==> config.mk <==
export PLATFORM = sky130hd
export DESIGN_NAME = wb_cache_ctrl
export DESIGN_NICKNAME = d
export VERILOG_FILES = /design/src/rtl/cache_pkg.sv /design/src/rtl/line_word_merge.sv /design/src/rtl/wb_cache_ctrl.sv
export SDC_FILE = /design/constraint.sdc
export NUM_CORES = 2
export LEC_CHECK = 0
export CORE_ASPECT_RATIO = 1.4
export CORE_MARGIN = 3
export CORE_UTILIZATION = 40
export DETAILED_ROUTE_END_ITERATION = 12
export PLACE_DENSITY = 0.54
export REMOVE_ABC_BUFFERS = 1
export SYNTH_ARGS = -nofsm -noshare
export SYNTH_HDL_FRONTEND = slang
export SYNTH_MEMORY_MAX_BITS = 65536
export SYNTH_SLANG_ARGS = --single-unit
==> constraint.sdc <==
create_clock -name clk -period 31.7 [get_ports clk]
set_input_delay 6.34 -clock clk [delete_from_list [all_inputs] [get_ports clk]]
set_output_delay 6.34 -clock clk [all_outputs]
set_load 0.05 [all_outputs]
==> src/rtl/cache_pkg.sv <==
// ============================================================================
// cache_pkg : shared types, widths and address helpers for wb_cache_ctrl
// Revision  : 1.0
// ============================================================================
`default_nettype none

package cache_pkg;

  typedef enum logic [1:0] {
    IDLE      = 2'd0,
    COMPARE   = 2'd1,
    WRITEBACK = 2'd2,
    ALLOCATE  = 2'd3
  } state_t;

  localparam int LINE_W   = 256;
  localparam int OFFSET_W = 5;
  localparam int WORD_W   = 32;

  // Results are 32 bits wide; callers truncate to their own IDX_W / TAG_W.
  function automatic logic [31:0] addr_index(input logic [31:0] addr, input int idx_w);
    return (addr >> OFFSET_W) & ((32'd1 << idx_w) - 32'd1);
  endfunction

  function automatic logic [31:0] addr_tag(input logic [31:0] addr, input int idx_w);
    return addr >> (OFFSET_W + idx_w);
  endfunction

endpackage

`default_nettype wire

==> src/rtl/line_word_merge.sv <==
// ============================================================================
// line_word_merge : byte-masked insertion of one 32-bit word into a 256-bit line
// Revision        : 1.0
// ============================================================================
`default_nettype none

module line_word_merge
  import cache_pkg::*;
(
  input  logic [LINE_W-1:0] old_line,
  input  logic [WORD_W-1:0] word,
  input  logic [2:0]        offset,   // word slot within the line (byte offset [4:2])
  input  logic [3:0]        wmask,
  output logic [LINE_W-1:0] new_line
);

  logic [LINE_W/8-1:0] w_be;

  assign w_be = {28'd0, wmask} << {offset, 2'b00};

  for (genvar i = 0; i < LINE_W/8; i++) begin : g_byte
    assign new_line[8*i +: 8] = w_be[i] ? word[8*(i%4) +: 8] : old_line[8*i +: 8];
  end

endmodule

`default_nettype wire

==> src/rtl/wb_cache_ctrl.sv <==
// ============================================================================
// wb_cache_ctrl : direct-mapped write-back / write-allocate cache controller
// Revision      : 1.0
// ============================================================================
`default_nettype none

module wb_cache_ctrl
  import cache_pkg::*;
#(
  parameter int SETS = 16
) (
  input  logic              clk,
  input  logic              rst,
  input  logic [31:0]       ufp_addr,
  input  logic [3:0]        ufp_rmask,
  input  logic [3:0]        ufp_wmask,
  input  logic [31:0]       ufp_wdata,
  output logic [31:0]       ufp_rdata,
  output logic              ufp_resp,
  output logic [31:0]       dfp_addr,
  output logic              dfp_read,
  output logic              dfp_write,
  output logic [LINE_W-1:0] dfp_wdata,
  input  logic [LINE_W-1:0] dfp_rdata,
  input  logic              dfp_resp
);

  localparam int IDX_W = $clog2(SETS);
  localparam int TAG_W = 27 - IDX_W;

  state_t            r_state;
  logic [31:0]       r_addr;
  logic [3:0]        r_wmask;
  logic [31:0]       r_wdata;
  logic [SETS-1:0]   r_valid;
  logic [SETS-1:0]   r_dirty;
  logic [LINE_W-1:0] r_data [SETS];
  logic [TAG_W-1:0]  r_tag  [SETS];

  logic [IDX_W-1:0]  w_idx;
  logic [TAG_W-1:0]  w_tag;
  logic [LINE_W-1:0] w_line;
  logic [LINE_W-1:0] w_merged;
  logic [WORD_W-1:0] w_rword;
  logic              w_hit;
  logic              w_is_write;
  logic              w_fill;
  logic              w_wr_hit;

  assign w_idx      = IDX_W'(addr_index(r_addr, IDX_W));
  assign w_tag      = TAG_W'(addr_tag(r_addr, IDX_W));
  assign w_line     = r_data[w_idx];
  assign w_rword    = w_line[{r_addr[4:2], 5'b0} +: WORD_W];
  assign w_hit      = r_valid[w_idx] && (r_tag[w_idx] == w_tag);
  assign w_is_write = |r_wmask;
  assign w_fill     = (r_state == ALLOCATE) && dfp_resp;
  assign w_wr_hit   = (r_state == COMPARE) && w_hit && w_is_write;

  line_word_merge u_merge (
    .old_line (w_line),
    .word     (r_wdata),
    .offset   (r_addr[4:2]),
    .wmask    (r_wmask),
    .new_line (w_merged)
  );

  // Line data and tags carry no reset; validity alone decides whether they matter.
  always_ff @(posedge clk) begin
    if (w_fill) begin
      r_data[w_idx] <= dfp_rdata;
      r_tag[w_idx]  <= w_tag;
    end else if (w_wr_hit) begin
      r_data[w_idx] <= w_merged;
    end
  end

  always_ff @(posedge clk) begin
    if (rst) begin
      r_state   <= IDLE;
      r_addr    <= '0;
      r_wmask   <= '0;
      r_wdata   <= '0;
      r_valid   <= '0;
      r_dirty   <= '0;
      ufp_resp  <= 1'b0;
      ufp_rdata <= '0;
      dfp_read  <= 1'b0;
      dfp_write <= 1'b0;
      dfp_addr  <= '0;
      dfp_wdata <= '0;
    end else begin
      ufp_resp <= 1'b0;
      case (r_state)
        IDLE: begin
          // The requester still holds the finished request during the resp cycle.
          if (!ufp_resp && ((|ufp_rmask) || (|ufp_wmask))) begin
            r_addr  <= ufp_addr;
            r_wmask <= ufp_wmask;
            r_wdata <= ufp_wdata;
            r_state <= COMPARE;
          end
        end
        COMPARE: begin
          if (w_hit) begin
            ufp_resp  <= 1'b1;
            ufp_rdata <= w_is_write ? '0 : w_rword;
            if (w_is_write) r_dirty[w_idx] <= 1'b1;
            r_state <= IDLE;
          end else if (r_valid[w_idx] && r_dirty[w_idx]) begin
            dfp_write <= 1'b1;
            dfp_addr  <= {r_tag[w_idx], w_idx, 5'b0};
            dfp_wdata <= w_line;
            r_state   <= WRITEBACK;
          end else begin
            dfp_read <= 1'b1;
            dfp_addr <= {w_tag, w_idx, 5'b0};
            r_state  <= ALLOCATE;
          end
        end
        WRITEBACK: begin
          if (dfp_resp) begin
            dfp_write <= 1'b0;
            dfp_read  <= 1'b1;
            dfp_addr  <= {w_tag, w_idx, 5'b0};
            r_state   <= ALLOCATE;
          end
        end
        ALLOCATE: begin
          if (dfp_resp) begin
            dfp_read       <= 1'b0;
            r_valid[w_idx] <= 1'b1;
            r_dirty[w_idx] <= 1'b0;
            r_state        <= COMPARE;
          end
        end
        default: r_state <= IDLE;
      endcase
    end
  end

endmodule

`default_nettype wire

# Word level (Yosys, flattened, before mapping)
# Memory sizes are Yosys's and may differ from the RTL's. A register that Yosys moved wholly into a read port is not among the register bits.
# Cells that the tools add are included.
# totals
reg_bits,425
ram_bits,4464
out_inout_bits,323
mem_count,2
# memory_table
memory,depth,width,read_ports,rd_ports_with_merged_regs,wr,line,text
r_data,16,256,1,1,1,wb_cache_ctrl.sv:37,logic [LINE_W-1:0] r_data [SETS];
r_tag,16,23,1,1,1,wb_cache_ctrl.sv:38,logic [TAG_W-1:0] r_tag [SETS];
# op_classes
n_lt_le_gt_ge,2
eq_ne,12
shift,2
n_mux,72
bitwise_logic,7
reduce_logical,26
# ops
op,n
$mux W256,1
$mux W8,32
$shiftx A256 B9 Y32,1
$mux W32,4
$pmux W32 S2,1
$mux W16,3
$or A16 B16 Y16,2
$pmux W16 S2,1
$shl A4 B5 Y32,1
$eq A23 B23 Y1,1
$and A16 B16 Y16,1
$mux W1,16
$mux W4,4
$not A16 Y16,1
$ne A2 B2 Y1 const B,7
$reduce_or A4 Y1,3
$reduce_and A3 Y1,3
$bmux W1 S4,2
$mux W2,4
$pmux W2 S4,1
$reduce_and A4 Y1,2
$logic_and A1 B1 Y1,7
$reduce_and A2 Y1,3
$lt A4 B5 Y1 const B,1
other kinds (16),19

# Depth between registers and ports, before layout
# logic_depth
ltp_word,9
depth_mapped,17
ltp_nobuf,9

# Hierarchy
# Synthesis repeated with hierarchy kept, for this count alone.
# unflattened
cells_unflattened,8756
area_unflattened_um2,192211.8
# by_module_without_submodules
module,instances,cells_each,area_each_um2,seq_area_each_um2
wb_cache_ctrl,1,8443,188704.7,142496.7
line_word_merge,1,313,3507.1,0.0

# Worst setup path after synthesis
# Ideal clock, no wire load.
# synth_timing
path_type,input to register
from,input port dfp_resp
to,memory r_data[11][0] (enable)
setup_time_ps,879
t_arrival_ps,17589
required_time_ps,30821
setup_slack_ps,13232
path_stages,4
n_path_buf,1
path_cell_list,nand2_1 -> a21boi_1 -> clkbuf_1 -> nor2_1
# synth_via
elab_chain_cells,4
elab_cells_between_ends,6
classes_between,mux (4); bitwise (1); reduce/logical (1)
# synth_lines
element,line,text
"start, declared",wb_cache_ctrl.sv:25,input logic dfp_resp
$logic_and A1 B1 Y1 *,wb_cache_ctrl.sv:56,assign w_fill = (r_state == ALLOCATE) && dfp_resp;
$mux W1,wb_cache_ctrl.sv:69,if (w_fill) begin
"$mux W1, on equally long branches","wb_cache_ctrl.sv:70, wb_cache_ctrl.sv:73",
$or A1 B1 Y1 (no source line) *,--,
"end, declared",wb_cache_ctrl.sv:37,
# Mark *: on every way between the ends. The rest lies on a longest branch, timed or not.

==> run summary <==
CTS root buffer - clkbuf_16
area growth from synthesis to final layout - 15.6%
number of antenna violations at the first check in global routing - 51
Fin Setup TNS - 0 ps
die height - 825 um
synthesized instance count - 8732
top-count cell post-synth - edfxtp_1
most frequently used flop master after synthesis - edfxtp_1
total standard cell area after synthesis - 192000 um^2
share of the yosys chip area belonging to registers - 74.3%
Routed met1 length - 230000 um
effective utilization at floorplan - 40.2%
total overflow reported by the global router - 0
post-route non-filler standard cell count - 16300
Max FO, Critical Path - 91
parity-gate share of the synthesized area counting xor and xnor cells - 0.123%
unrepaired setup endpoints after global routing - false
routed via count - 94500
cell accounting for the most synthesized area - edfxtp_1
floorplan row count - 300
proportion of layout cells with a drive suffix above 1 - 27.3%
Hold/Removal Path Class - flop to flop
post-detail-place hpwl - 305000 um
adder-cell area share of the yosys netlist - 0.0326%
number of cells after detailed placement - 15400
total leakage power - 67.2 nW
multiplexer share of the synthesized area - 21.8%
Warnings, synthesis - 0
total power consumption of the routed design - 15.9 mW
Pins Over Slew Limit - 0
fill count - 39600
total met3 wirelength after detailed routing - 32800 um
timing-limited maximum frequency - 89.3 MHz
count of instances resized after the clock tree is built - 0
via count of the first global-routing pass - 98300
routed length on met2 - 274000 um
final instance area - 222000 um^2
Worst Setup Slack post-DPL - 19870 ps
status - finished, final reports clean
final hold slack - 469 ps
number of sinks driven by the clock tree - 4886
largest net degree at the start of global routing - 133
top routing layer in use - met5
total routing resource utilization after global routing - 22.4%
number of synthesized register bits - 4886
per-cell routed wire length - 33.7 um
total of endpoints with negative setup slack in the final report - 0
cell types occupying the most area after synthesis - edfxtp_1 (70%), mux4_2 (17%), dfxtp_1 (4.4%), mux2i_1 (1.9%), mux2_2 (1.7%)
Total Die Area - 488000 um^2
maximum buffer depth of the clock tree - 4
CTS hold repair buffers - 0
pwr dens - 71.9 nW/um^2
path type of the worst setup path - flop to flop
post-route clock period utilization - 35.3%
most instantiated cells after synthesis - edfxtp_1 (4464), mux4_2 (1436), dfxtp_1 (422)
count of flip-flops with a built-in enable after synthesis - 4464
post-CTS setup buffers - 0
final WL - 551000 um
worst relative slew slack - 22.0%
final critical delay including setup and external delays - 11200 ps
final clock skew - 56.6 ps
x dimension of the die - 591 um
IO Count - 654
number of design rule violations left after detail routing - 0
combinational family with the most area after synthesis - multiplexers
H-tree depth reported by CTS - 5
required time of the worst setup path - 32300 ps
worst-skew pair later-pin latency - 1020 ps
Setup crit end kind - flop
area of the placeable core - 477000 um^2
pin slew with the least headroom to its limit - 1170 ps
Final Hold Violating Endpoints - 0
VDD IR max - 0.0651 mV
Final Util - 46.5%
share of the synthesized area in compound gates (AO/OA/AOI/OAI) - 0.870%
number of DRC markers in iteration 0 - 9049
post-DR vias/cell - 5.79
clock transition at the registers of the reported paths - 60 ps
count of cell types in the netlist - 72
async set-reset flop share out of synthesis - 0%
detailed-routing iteration count for the pre-antenna-repair pass - 5
Mean Syn Cell Area - 22.0 um^2
area share of the leading cell type in the synthesized netlist - 69.9%
Startpoint Class - flop
Detail Route Antenna Nets - 0
share of synthesized cell area in and, or, nand and nor gates - 1.51%
first-pass GRT wire length - 772000 um
number of buffers added on ports - 646
Max Cap Viol - 0
clock tree from TritonCTS - built
global placer's final weighted congestion - 0.801
min setup slack post-route - 20500 ps
arrival time at the worst endpoint - 11810 ps
number of buffers created by CTS - 463
placed standard-cell area - 206000 um^2
Post-layout nets - 9895
## registers in the layout (all words and copies together) (netlist names), named ones only
| name | flops |
|---|---|
| r_data | 4096 |
| r_tag | 368 |
| dfp_wdata | 256 |
| r_wdata | 32 |
| ufp_rdata | 32 |
| r_addr | 30 |
| dfp_addr | 27 |
| r_valid | 16 |
| r_wmask | 4 |
| r_state | 2 |
| dfp_read | 1 |
| dfp_write | 1 |
| ufp_resp | 1 |
## critical path, cell delays in order, from the launching register on
cell,delay (ps)
dfxtp_4,970
buf_12,580
buf_4,760
buf_4,870
buf_4,850
mux4_2,610
o21ai_0,350
xor2_1,330
mux2i_1,170
nor4_1,550
and4_2,400
a21boi_4,70
buf_4,280
nor2_4,890
buf_4,780
buf_4,850
buf_4,870
## logic make-up (layout without fill, tap and decap cells)
| logic type | Yosys count | count (layout) |
|---|---|---|
| xor gates and xnor gates | 27 | 27 |
| buffers and inverters | 547 | 1779 |
| and+or+nand+nor | 686 | 686 |
| AOI/OAI and AO/OA | 261 | 261 |
| DFF | 4886 | 4886 |
| adders and majority gates | 5 | 5 |
| muxes | 2319 | 2319 |
| other | 1 | 27 |
## cell usage in the layout, fill, tap and decap left out, types with 15 or more instances in the layout
| cell | n |
|---|---|
| o21ai_0 | 48 |
| nand3_1 | 38 |
| bufinv_16 | 52 |
| a211oi_1 | 31 |
| edfxtp_1 | 4464 |
| diode_2 | 22 |
| xnor2_1 | 21 |
| a21oi_1 | 104 |
| nor2b_1 | 15 |
| inv_1 | 35 |
| mux4_2 | 1436 |
| nor2_2 | 16 |
| clkdlybuf4s50_1 | 645 |
| clkinv_1 | 98 |
| clkbuf_8 | 15 |
| buf_4 | 190 |
| nor2_1 | 312 |
| nand2_1 | 197 |
| mux2_1 | 230 |
| o31a_1 | 16 |
| mux2i_1 | 359 |
| buf_12 | 31 |
| clkinv_2 | 77 |
| nor2_4 | 34 |
| dfxtp_1 | 415 |
| clkinvlp_4 | 29 |
| clkbuf_16 | 468 |
| clkbuf_1 | 92 |
| mux2_2 | 294 |
## layout make-up
type,count,area [um^2],share of cell area [%]
Antenna cell,22,55.1,0.0248
Tap cell,6342,7940,3.58
Clock inverter,293,3170,1.43
Timing Repair Buffer,867,8520,3.84
Sequential cell,4886,143000,64.3
Multi-Input combinational cell,3303,47100,21.2
Clock buffer,581,12300,5.55
Inverter,38,150,0.0677
## final timing paths
path / from / to / slack (ps) / cells after the start
max reg2reg: flop / r_data[14][168]$_DFFE_PP_ / 20500 / 16
max: flop / r_data[14][168]$_DFFE_PP_ / 20500 / 16
min reg2reg: ufp_rdata[4]$_SDFFE_PP0P_ / ufp_rdata[4]$_SDFFE_PP0P_ / 470 / 2
min: ufp_rdata[4]$_SDFFE_PP0P_ / ufp_rdata[4]$_SDFFE_PP0P_ / 470 / 2
## where the power goes
group | switching [mW] | internal (mW) | leakage, nW | total, mW
clock | 2.48 | 3.19 | 7.48 | 5.67
sequential | 0.167 | 7.12 | 43.6 | 7.29
combinational | 1.65 | 1.33 | 16.1 | 2.98
## per-layer routing
layer	global-route usage [%]	vias up
met5	0	-
met4	5.74	16
met3	3.51	667
met2	37.1	3209
met1	30.9	52400
li1	-	38200
Power figures use the tool's default switching activity.
